--- src/rtl/pipe_pkg.sv ---
// Shared definitions for the MIPS pipeline boundary registers.
package pipe_pkg;

  localparam int unsigned MIPS_PC_W    = 32;
  localparam int unsigned MIPS_INSTR_W = 32;

  // sll $0,$0,0 encodes as all zeros; used as the bubble payload.
  localparam logic [MIPS_INSTR_W-1:0] MIPS_NOP = 32'h0000_0000;

  // Occupancy encoding {s_valid, m_valid}; 2'b10 is unreachable.
  localparam logic [1:0] ST_EMPTY = 2'b00;
  localparam logic [1:0] ST_BUSY  = 2'b01;
  localparam logic [1:0] ST_FULL  = 2'b11;

endpackage

--- src/rtl/pipe_sat_counter.sv ---
// Saturating up-counter with asynchronous active-high reset.
module pipe_sat_counter #(
  parameter int unsigned COUNT_W = 16
) (
  input  logic               clock_i,
  input  logic               reset_i,
  input  logic               inc_i,
  output logic [COUNT_W-1:0] count_o
);

  logic [COUNT_W-1:0] count_q, count_d;

  // Increment on request, stick at all-ones.
  always_comb begin
    count_d = count_q;
    if (inc_i && (count_q != '1)) begin
      count_d = count_q + COUNT_W'(1);
    end
  end

  // Counter state.
  always_ff @(posedge clock_i or posedge reset_i) begin
    if (reset_i) begin
      count_q <= '0;
    end else begin
      count_q <= count_d;
    end
  end

  assign count_o = count_q;

endmodule

--- src/rtl/pipe_stage_reg.sv ---
// Elastic pipeline register with one-entry skid buffer and flush.
// in_ready is a pure register output (~skid valid), so stalls never form a
// combinational path upstream. Optional performance counters are enabled by
// defining PIPE_STAGE_PERF_EN.
module pipe_stage_reg
  import pipe_pkg::*;
#(
  parameter int unsigned        DATA_W   = MIPS_INSTR_W,
  parameter int unsigned        PC_W     = MIPS_PC_W,
  parameter logic [DATA_W-1:0]  NOP_WORD = DATA_W'(MIPS_NOP),
  parameter int unsigned        COUNT_W  = 16
) (
  input  logic               clock,
  input  logic               reset,
  input  logic               flush,
  input  logic               in_valid,
  output logic               in_ready,
  input  logic [PC_W-1:0]    in_pc,
  input  logic [DATA_W-1:0]  in_data,
  output logic               out_valid,
  input  logic               out_ready,
  output logic [PC_W-1:0]    out_pc,
  output logic [DATA_W-1:0]  out_data
`ifdef PIPE_STAGE_PERF_EN
  ,
  output logic [COUNT_W-1:0] stall_cnt,
  output logic [COUNT_W-1:0] flush_cnt
`endif
);

  if (COUNT_W < 1) begin : g_bad_count_w
    $error("COUNT_W must be at least 1");
  end

  logic              m_valid_q, m_valid_d;
  logic [PC_W-1:0]   m_pc_q, m_pc_d;
  logic [DATA_W-1:0] m_data_q, m_data_d;
  logic              s_valid_q, s_valid_d;
  logic [PC_W-1:0]   s_pc_q, s_pc_d;
  logic [DATA_W-1:0] s_data_q, s_data_d;
  logic              acc, drn;

  assign acc = in_valid & ~s_valid_q;
  assign drn = m_valid_q & out_ready;

  // Next-state for main/skid; empty slots always hold PC 0 and NOP so the
  // outputs can come straight from the registers.
  always_comb begin
    m_valid_d = m_valid_q;
    m_pc_d    = m_pc_q;
    m_data_d  = m_data_q;
    s_valid_d = s_valid_q;
    s_pc_d    = s_pc_q;
    s_data_d  = s_data_q;
    if (flush) begin
      m_valid_d = 1'b0;
      m_pc_d    = '0;
      m_data_d  = NOP_WORD;
      s_valid_d = 1'b0;
      s_pc_d    = '0;
      s_data_d  = NOP_WORD;
    end else begin
      unique case ({s_valid_q, m_valid_q})
        ST_EMPTY: begin
          if (acc) begin
            m_valid_d = 1'b1;
            m_pc_d    = in_pc;
            m_data_d  = in_data;
          end
        end
        ST_BUSY: begin
          if (acc && drn) begin
            m_pc_d   = in_pc;
            m_data_d = in_data;
          end else if (acc) begin
            s_valid_d = 1'b1;
            s_pc_d    = in_pc;
            s_data_d  = in_data;
          end else if (drn) begin
            m_valid_d = 1'b0;
            m_pc_d    = '0;
            m_data_d  = NOP_WORD;
          end
        end
        ST_FULL: begin
          if (drn) begin
            m_pc_d    = s_pc_q;
            m_data_d  = s_data_q;
            s_valid_d = 1'b0;
            s_pc_d    = '0;
            s_data_d  = NOP_WORD;
          end
        end
        default: begin
          // Unreachable encoding: fall back to empty.
          m_valid_d = 1'b0;
          m_pc_d    = '0;
          m_data_d  = NOP_WORD;
          s_valid_d = 1'b0;
          s_pc_d    = '0;
          s_data_d  = NOP_WORD;
        end
      endcase
    end
  end

  // Main and skid registers.
  always_ff @(posedge clock or posedge reset) begin
    if (reset) begin
      m_valid_q <= 1'b0;
      m_pc_q    <= '0;
      m_data_q  <= NOP_WORD;
      s_valid_q <= 1'b0;
      s_pc_q    <= '0;
      s_data_q  <= NOP_WORD;
    end else begin
      m_valid_q <= m_valid_d;
      m_pc_q    <= m_pc_d;
      m_data_q  <= m_data_d;
      s_valid_q <= s_valid_d;
      s_pc_q    <= s_pc_d;
      s_data_q  <= s_data_d;
    end
  end

  assign in_ready  = ~s_valid_q;
  assign out_valid = m_valid_q;
  assign out_pc    = m_pc_q;
  assign out_data  = m_data_q;

`ifdef PIPE_STAGE_PERF_EN
  pipe_sat_counter #(
    .COUNT_W (COUNT_W)
  ) u_stall_cnt (
    .clock_i (clock),
    .reset_i (reset),
    .inc_i   (m_valid_q & ~out_ready),
    .count_o (stall_cnt)
  );

  pipe_sat_counter #(
    .COUNT_W (COUNT_W)
  ) u_flush_cnt (
    .clock_i (clock),
    .reset_i (reset),
    .inc_i   (flush),
    .count_o (flush_cnt)
  );
`endif

endmodule

--- config.mk ---
export PLATFORM = sky130hd
export DESIGN_NAME = pipe_stage_reg
export DESIGN_NICKNAME = d
export VERILOG_FILES = /design/src/rtl/pipe_pkg.sv /design/src/rtl/pipe_sat_counter.sv /design/src/rtl/pipe_stage_reg.sv
export SDC_FILE = /design/constraint.sdc
export NUM_CORES = 1
export LEC_CHECK = 0
export ABC_AREA = 1
export CAP_MARGIN = 20
export CORE_MARGIN = 4
export CORE_UTILIZATION = 46
export DETAILED_ROUTE_END_ITERATION = 8
export PLACE_DENSITY = 0.85
export SYNTH_ARGS = -nofsm -noshare
export SYNTH_HDL_FRONTEND = slang
export SYNTH_SLANG_ARGS = --single-unit
--- constraint.sdc ---
create_clock -name clock -period 4.1 [get_ports clock]
set_clock_uncertainty 0.15 [all_clocks]
set_input_delay 0.615 -clock clock [delete_from_list [all_inputs] [get_ports clock]]
set_output_delay 0.615 -clock clock [all_outputs]
set_load 0.01 [all_outputs]
Word level (Yosys, flattened, before mapping)
Index checks and enable logic that the tools add are counted.
{ "totals": {"register_bits": 130, "input_bits": 69, "output_inout_bits": 66, "wordCells": 53} }
{ "op_classes": {"n_eq_ne": 12, "muxes": 27, "bitwise": 3, "n_reduce_logical": 5} }
{ "ops": {"columns": ["cell", "n"], "rows": [
  ["32-bit two-way mux", 14],
  ["32-bit one-hot mux with 3 select lines", 4],
  ["3-bit inequality test, second input constant", 6],
  ["4-bit inequality test, second input constant", 2],
  ["4-bit AND reduction", 2],
  ["1-bit two-way mux", 7],
  ["1-bit one-hot mux with 3 select lines", 2],
  ["5-bit AND reduction", 1],
  ["2-bit inequality test, second input constant", 2],
  ["1-bit bitwise AND", 2],
  ["2-bit by 1-bit equality test with 1-bit output, second input constant", 1],
  ["2-bit equality test, second input constant", 1],
  ["2-bit logical NOT", 1],
  ["1-bit logical AND", 1],
  ["1-bit NOT", 1]
]} }

Logic depth before layout (Yosys ltp)
{ "logic_depth": {"word_depth": 6, "depth_mapped": 9, "ltp_nobuf": 7} }

Least setup slack after synthesis
No wires, ideal clock.
{ "synth_path": {"path_type": "input to register", "startpoint": "input port in_valid", "endpoint": "register m_data_q[28], in the netlist out_data[28]", "setup_ps": 119, "arrival_ps": 1360, "t_required_ps": 3831, "setup_slack_ps": 2471, "stages": 8, "n_path_buf": 2, "cell_sequence": "inv_2 > nor2_2 > nand3_1 > nand2_2 > buf_6 > buf_4 > o21ai_1 > nand2_1"} }
{ "synth_via": {"elab_chain_cells": 5, "word_cells_on_any_way": 9, "cone_classes": "3 x eq/ne; 3 x mux; 1 x bitwise; 2 x reduce/logical"} }
{ "synth_rtl": {"columns": ["element", "line_no", "source"], "rows": [
  ["start, declared", "pipe_stage_reg.sv:16", "input logic in_valid,"],
  ["1-bit bitwise AND (*)", "pipe_stage_reg.sv:43", "assign acc = in_valid & ~s_valid_q;"],
  ["1-bit logical AND", "pipe_stage_reg.sv:72", "if (acc && drn) begin"],
  ["32-bit two-way mux", "pipe_stage_reg.sv:72", null],
  ["32-bit one-hot mux with 3 select lines", "pipe_stage_reg.sv:63", "unique case ({s_valid_q, m_valid_q})"],
  ["32-bit two-way mux", "pipe_stage_reg.sv:55", "if (flush) begin"],
  ["end signal, assigned", "pipe_stage_reg.sv:119", "m_data_q <= m_data_d;"],
  ["end, declared", "pipe_stage_reg.sv:37", "logic [DATA_W-1:0] m_data_q, m_data_d;"]
]} }
Every way passes the cells marked *; elsewhere a longest branch is shown, timed or not.
A chain may end at the register's enable or synchronous reset.

Worst setup path in the final report
{ "layout_path": {"startpoint": "input port out_ready", "endpoint": "register m_data_q[14], in the netlist out_data[14]"} }
{ "layout_via": {"elab_chain_cells": 5, "word_cells_on_any_way": 9, "cone_classes": "3 x eq/ne; 3 x mux; 1 x bitwise; 2 x reduce/logical"} }
{ "layout_rtl": {"columns": ["element", "line_no", "source"], "rows": [
  ["start, declared", "pipe_stage_reg.sv:21", "input logic out_ready,"],
  ["1-bit bitwise AND (*)", "pipe_stage_reg.sv:44", "assign drn = m_valid_q & out_ready;"],
  ["1-bit logical AND", "pipe_stage_reg.sv:72", null],
  ["32-bit two-way mux", "pipe_stage_reg.sv:72", null],
  ["32-bit one-hot mux with 3 select lines", "pipe_stage_reg.sv:63", null],
  ["32-bit two-way mux", "pipe_stage_reg.sv:55", null]
]} }
Marks and branches as above.

==> impl_metrics.json <==
{
  "root_buffer": "clkbuf_16",
  "layoutNonFillerInstCount": 1083,
  "holdPathStages": 2,
  "clk_pin_slew_ns": 0.05,
  "layout-drive-gt1-share_pct": 5.84,
  "worstPathArrival_ns": 2.81,
  "reg2reg_to": "out_data[14]",
  "hold_start": "s_data_q[30]",
  "nets": 966,
  "pwr_density_cell_mw_per_mm2": 561,
  "yosys_warnings": 0,
  "maxCapViolCount": 0,
  "h-tree-depth": 4,
  "ys_seq_area_share_pct": 50.8,
  "syn_area_per_cell_um2": 7.98,
  "detail_route.first_pass.iterations": 6,
  "synth.area.top_cells": "dfrtp_1, nand2_1, nand3_1, a21oi_1, buf_6",
  "ys_ff_latch": 130,
  "worst_path_max_delay_cell": "a21oi_4",
  "status": "finished, final reports clean",
  "dp_hpwl_um": 9870,
  "n_fill_cell": 1192,
  "avgRoutedWirePerCell_um": 16.2,
  "clock_path_buffers": 2,
  "dieWidth_um": 126,
  "antenna_found_initial": 0,
  "syn-num-nets": 872,
  "io_buffers": 134,
  "ios": 135,
  "crit_type": "in -> reg",
  "cts_hold_buffers": 0,
  "clock_sink_count": 130,
  "cts_tree": "yes",
  "core_area_mm2": 0.0135,
  "ir_worst_vdd_v": 0.000276,
  "holdPathEnd": "s_data_q[30]",
  "post_cts.repair.setup_buffers": 0,
  "startpoint": "out_ready",
  "overflow": 0,
  "drc": 0,
  "path_cells": "clkdlybuf4s50_1 -> nand2_1 -> nand2_1 -> a21oi_4 -> buf_4 -> o21ai_0 -> nand2_1",
  "area_growth_syn_to_layout_pct": 26.7,
  "fp.dieArea_mm2": 0.0159,
  "end_kind": "flop",
  "numCtsBuffers": 17,
  "yosys.area.top_type": "dfrtp_1",
  "rr_worst_depth": 5,
  "clock_latency_ns": 0.41,
  "reg2reg_from": "out_valid",
  "finalCriticalPeriod_ns": 2.62,
  "drtIter0Drc": 756,
  "die_y_um": 126,
  "leakagePower_uw": 0.00399,
  "worst_slew_pin_slew_ns": 0.926,
  "rrSetupSlack_ns": 1.67,
  "track_usage_pct": 22.6,
  "crit_fanout": 34,
  "num_vias": 5990,
  "setup-tns-final_ns": 0,
  "start_util_pct": 47.6,
  "grt_pass1_vias": 5691,
  "wl_um": 17500,
  "hp-class": "reg -> reg",
  "fmax_mhz": 382,
  "critPathMaxStageDelay_ns": 0.70,
  "post_cts_resized": 0,
  "slew_headroom_pct": 38.3,
  "vias_per_cell": 5.53,
  "start_kind": "input pin",
  "hold_violations": 0,
  "place.gp.congestion": 0.778,
  "antenna_left": 0,
  "synth_area_mm2": 0.00641,
  "rows": 42,
  "setup_viol": 0,
  "critPathMostFrequentCell": "nand2_1",
  "syn_inst": 803,
  "antenna-diode-count": 0,
  "post-route-period-util_pct": 63.8,
  "pre_cts_slack_ns": 1.06,
  "place_inst": 1054,
  "drv_slew": 0,
  "grt_pass1_wl_um": 29500,
  "cp.required_ns": 4.30,
  "rsz0062_at_grt": "false",
  "grt_max_degree": 131,
  "worst_slack_ns": 1.48,
  "synth_top_area_share_pct": 50.8,
  "yosys.cell_types.count": 23
}
kinds of logic after synthesis:
family | count (synthesis) | synth area share (%)
AO/OA/AOI/OAI | 132 | 10.5
buffers and inverters | 74 | 8.14
flip-flops | 130 | 50.8
AND/OR/NAND/NOR | 467 | 30.6
worst max path at each step:
stage,endpoint,cells past startpoint
floorplan,out_data[0],1
global placement,out_data[25],7
detailed placement,out_pc[9],7
CTS,out_pc[9],7
global route,out_data[23],7
finish,out_data[14],7
per-stage QoR:
step | hold WS, ns | utilization [%] | cell area [µm²] | power [µW]
after floorplan | 0.292 | - | 6410 | 2610
after CTS | 0.322 | 60.4 | 8120 | 4580
after global placement | 0.303 | 56.3 | 7580 | 3170
after detailed placement | 0.308 | 56.3 | 7580 | 3200
after global routing | 0.330 | 60.4 | 8120 | 4820
final | 0.318 | 60.4 | 8120 | 4550
routing by layer:
layer,GRT usage (%),up-vias,share of wire (%)
li1,-,2820,-
met2,34.4,300,47
met4,8.26,0,2.0
met3,4.91,31,7.6
met5,0,-,0
met1,32.0,2839,43
critical path, delay by kind of cell:
| kind | cells | cell delay [ns] |
|---|---|---|
| AO/OA/AOI/OAI | 2 | 0.86 |
| buffers and inverters | 2 | 0.98 |
| AND/OR/NAND/NOR | 3 | 0.34 |
layout by cell type (no fill, tap or decap), drive strengths merged:
cell type and instances:
clkdlybuf4s50 133, clkinvlp 2, o211ai 1, o21ai 65
dfrtp 130, buf 10, a31oi 1, nor2 5
a21oi 65, clkbuf 24, clkinv 4, nand2 330
inv 5, nand3 132
Yosys cell counts, drive strengths merged:
cell type / instances
nand3: 132
dfrtp: 130
o211ai: 1
clkbuf: 23
nor2: 5
nand2: 330
o21ai: 65
a31oi: 1
a21oi: 65
inv: 6
buf: 45
power breakdown:
| part | total [µW] | switching (µW) | internal, µW | leakage [µW] |
|---|---|---|---|---|
| registers | 1680 | 150 | 1530 | 0.00176 |
| logic | 1500 | 895 | 607 | 0.00196 |
| clock network | 1370 | 519 | 854 | 0.000270 |
layout make-up:
class / instances / area [µm²] / area share (%)
clock inverters: 5 / 27.5 / 0.339
repair buffers: 143 / 1430 / 17.6
multi-input cells: 599 / 2650 / 32.7
inverters: 6 / 26.3 / 0.324
flip-flops and latches: 130 / 3250 / 40.1
well taps: 176 / 220 / 2.71
clock buffers: 24 / 512 / 6.30
state kept, by name (all words and copies together) (netlist names):
| name | flops |
|---|---|
| out_valid | 1 |
| out_pc | 32 |
| out_data | 32 |
| s_pc_q | 32 |
| s_data_q | 32 |
| s_valid_q | 1 |
Power figures use the tool's default switching activity.
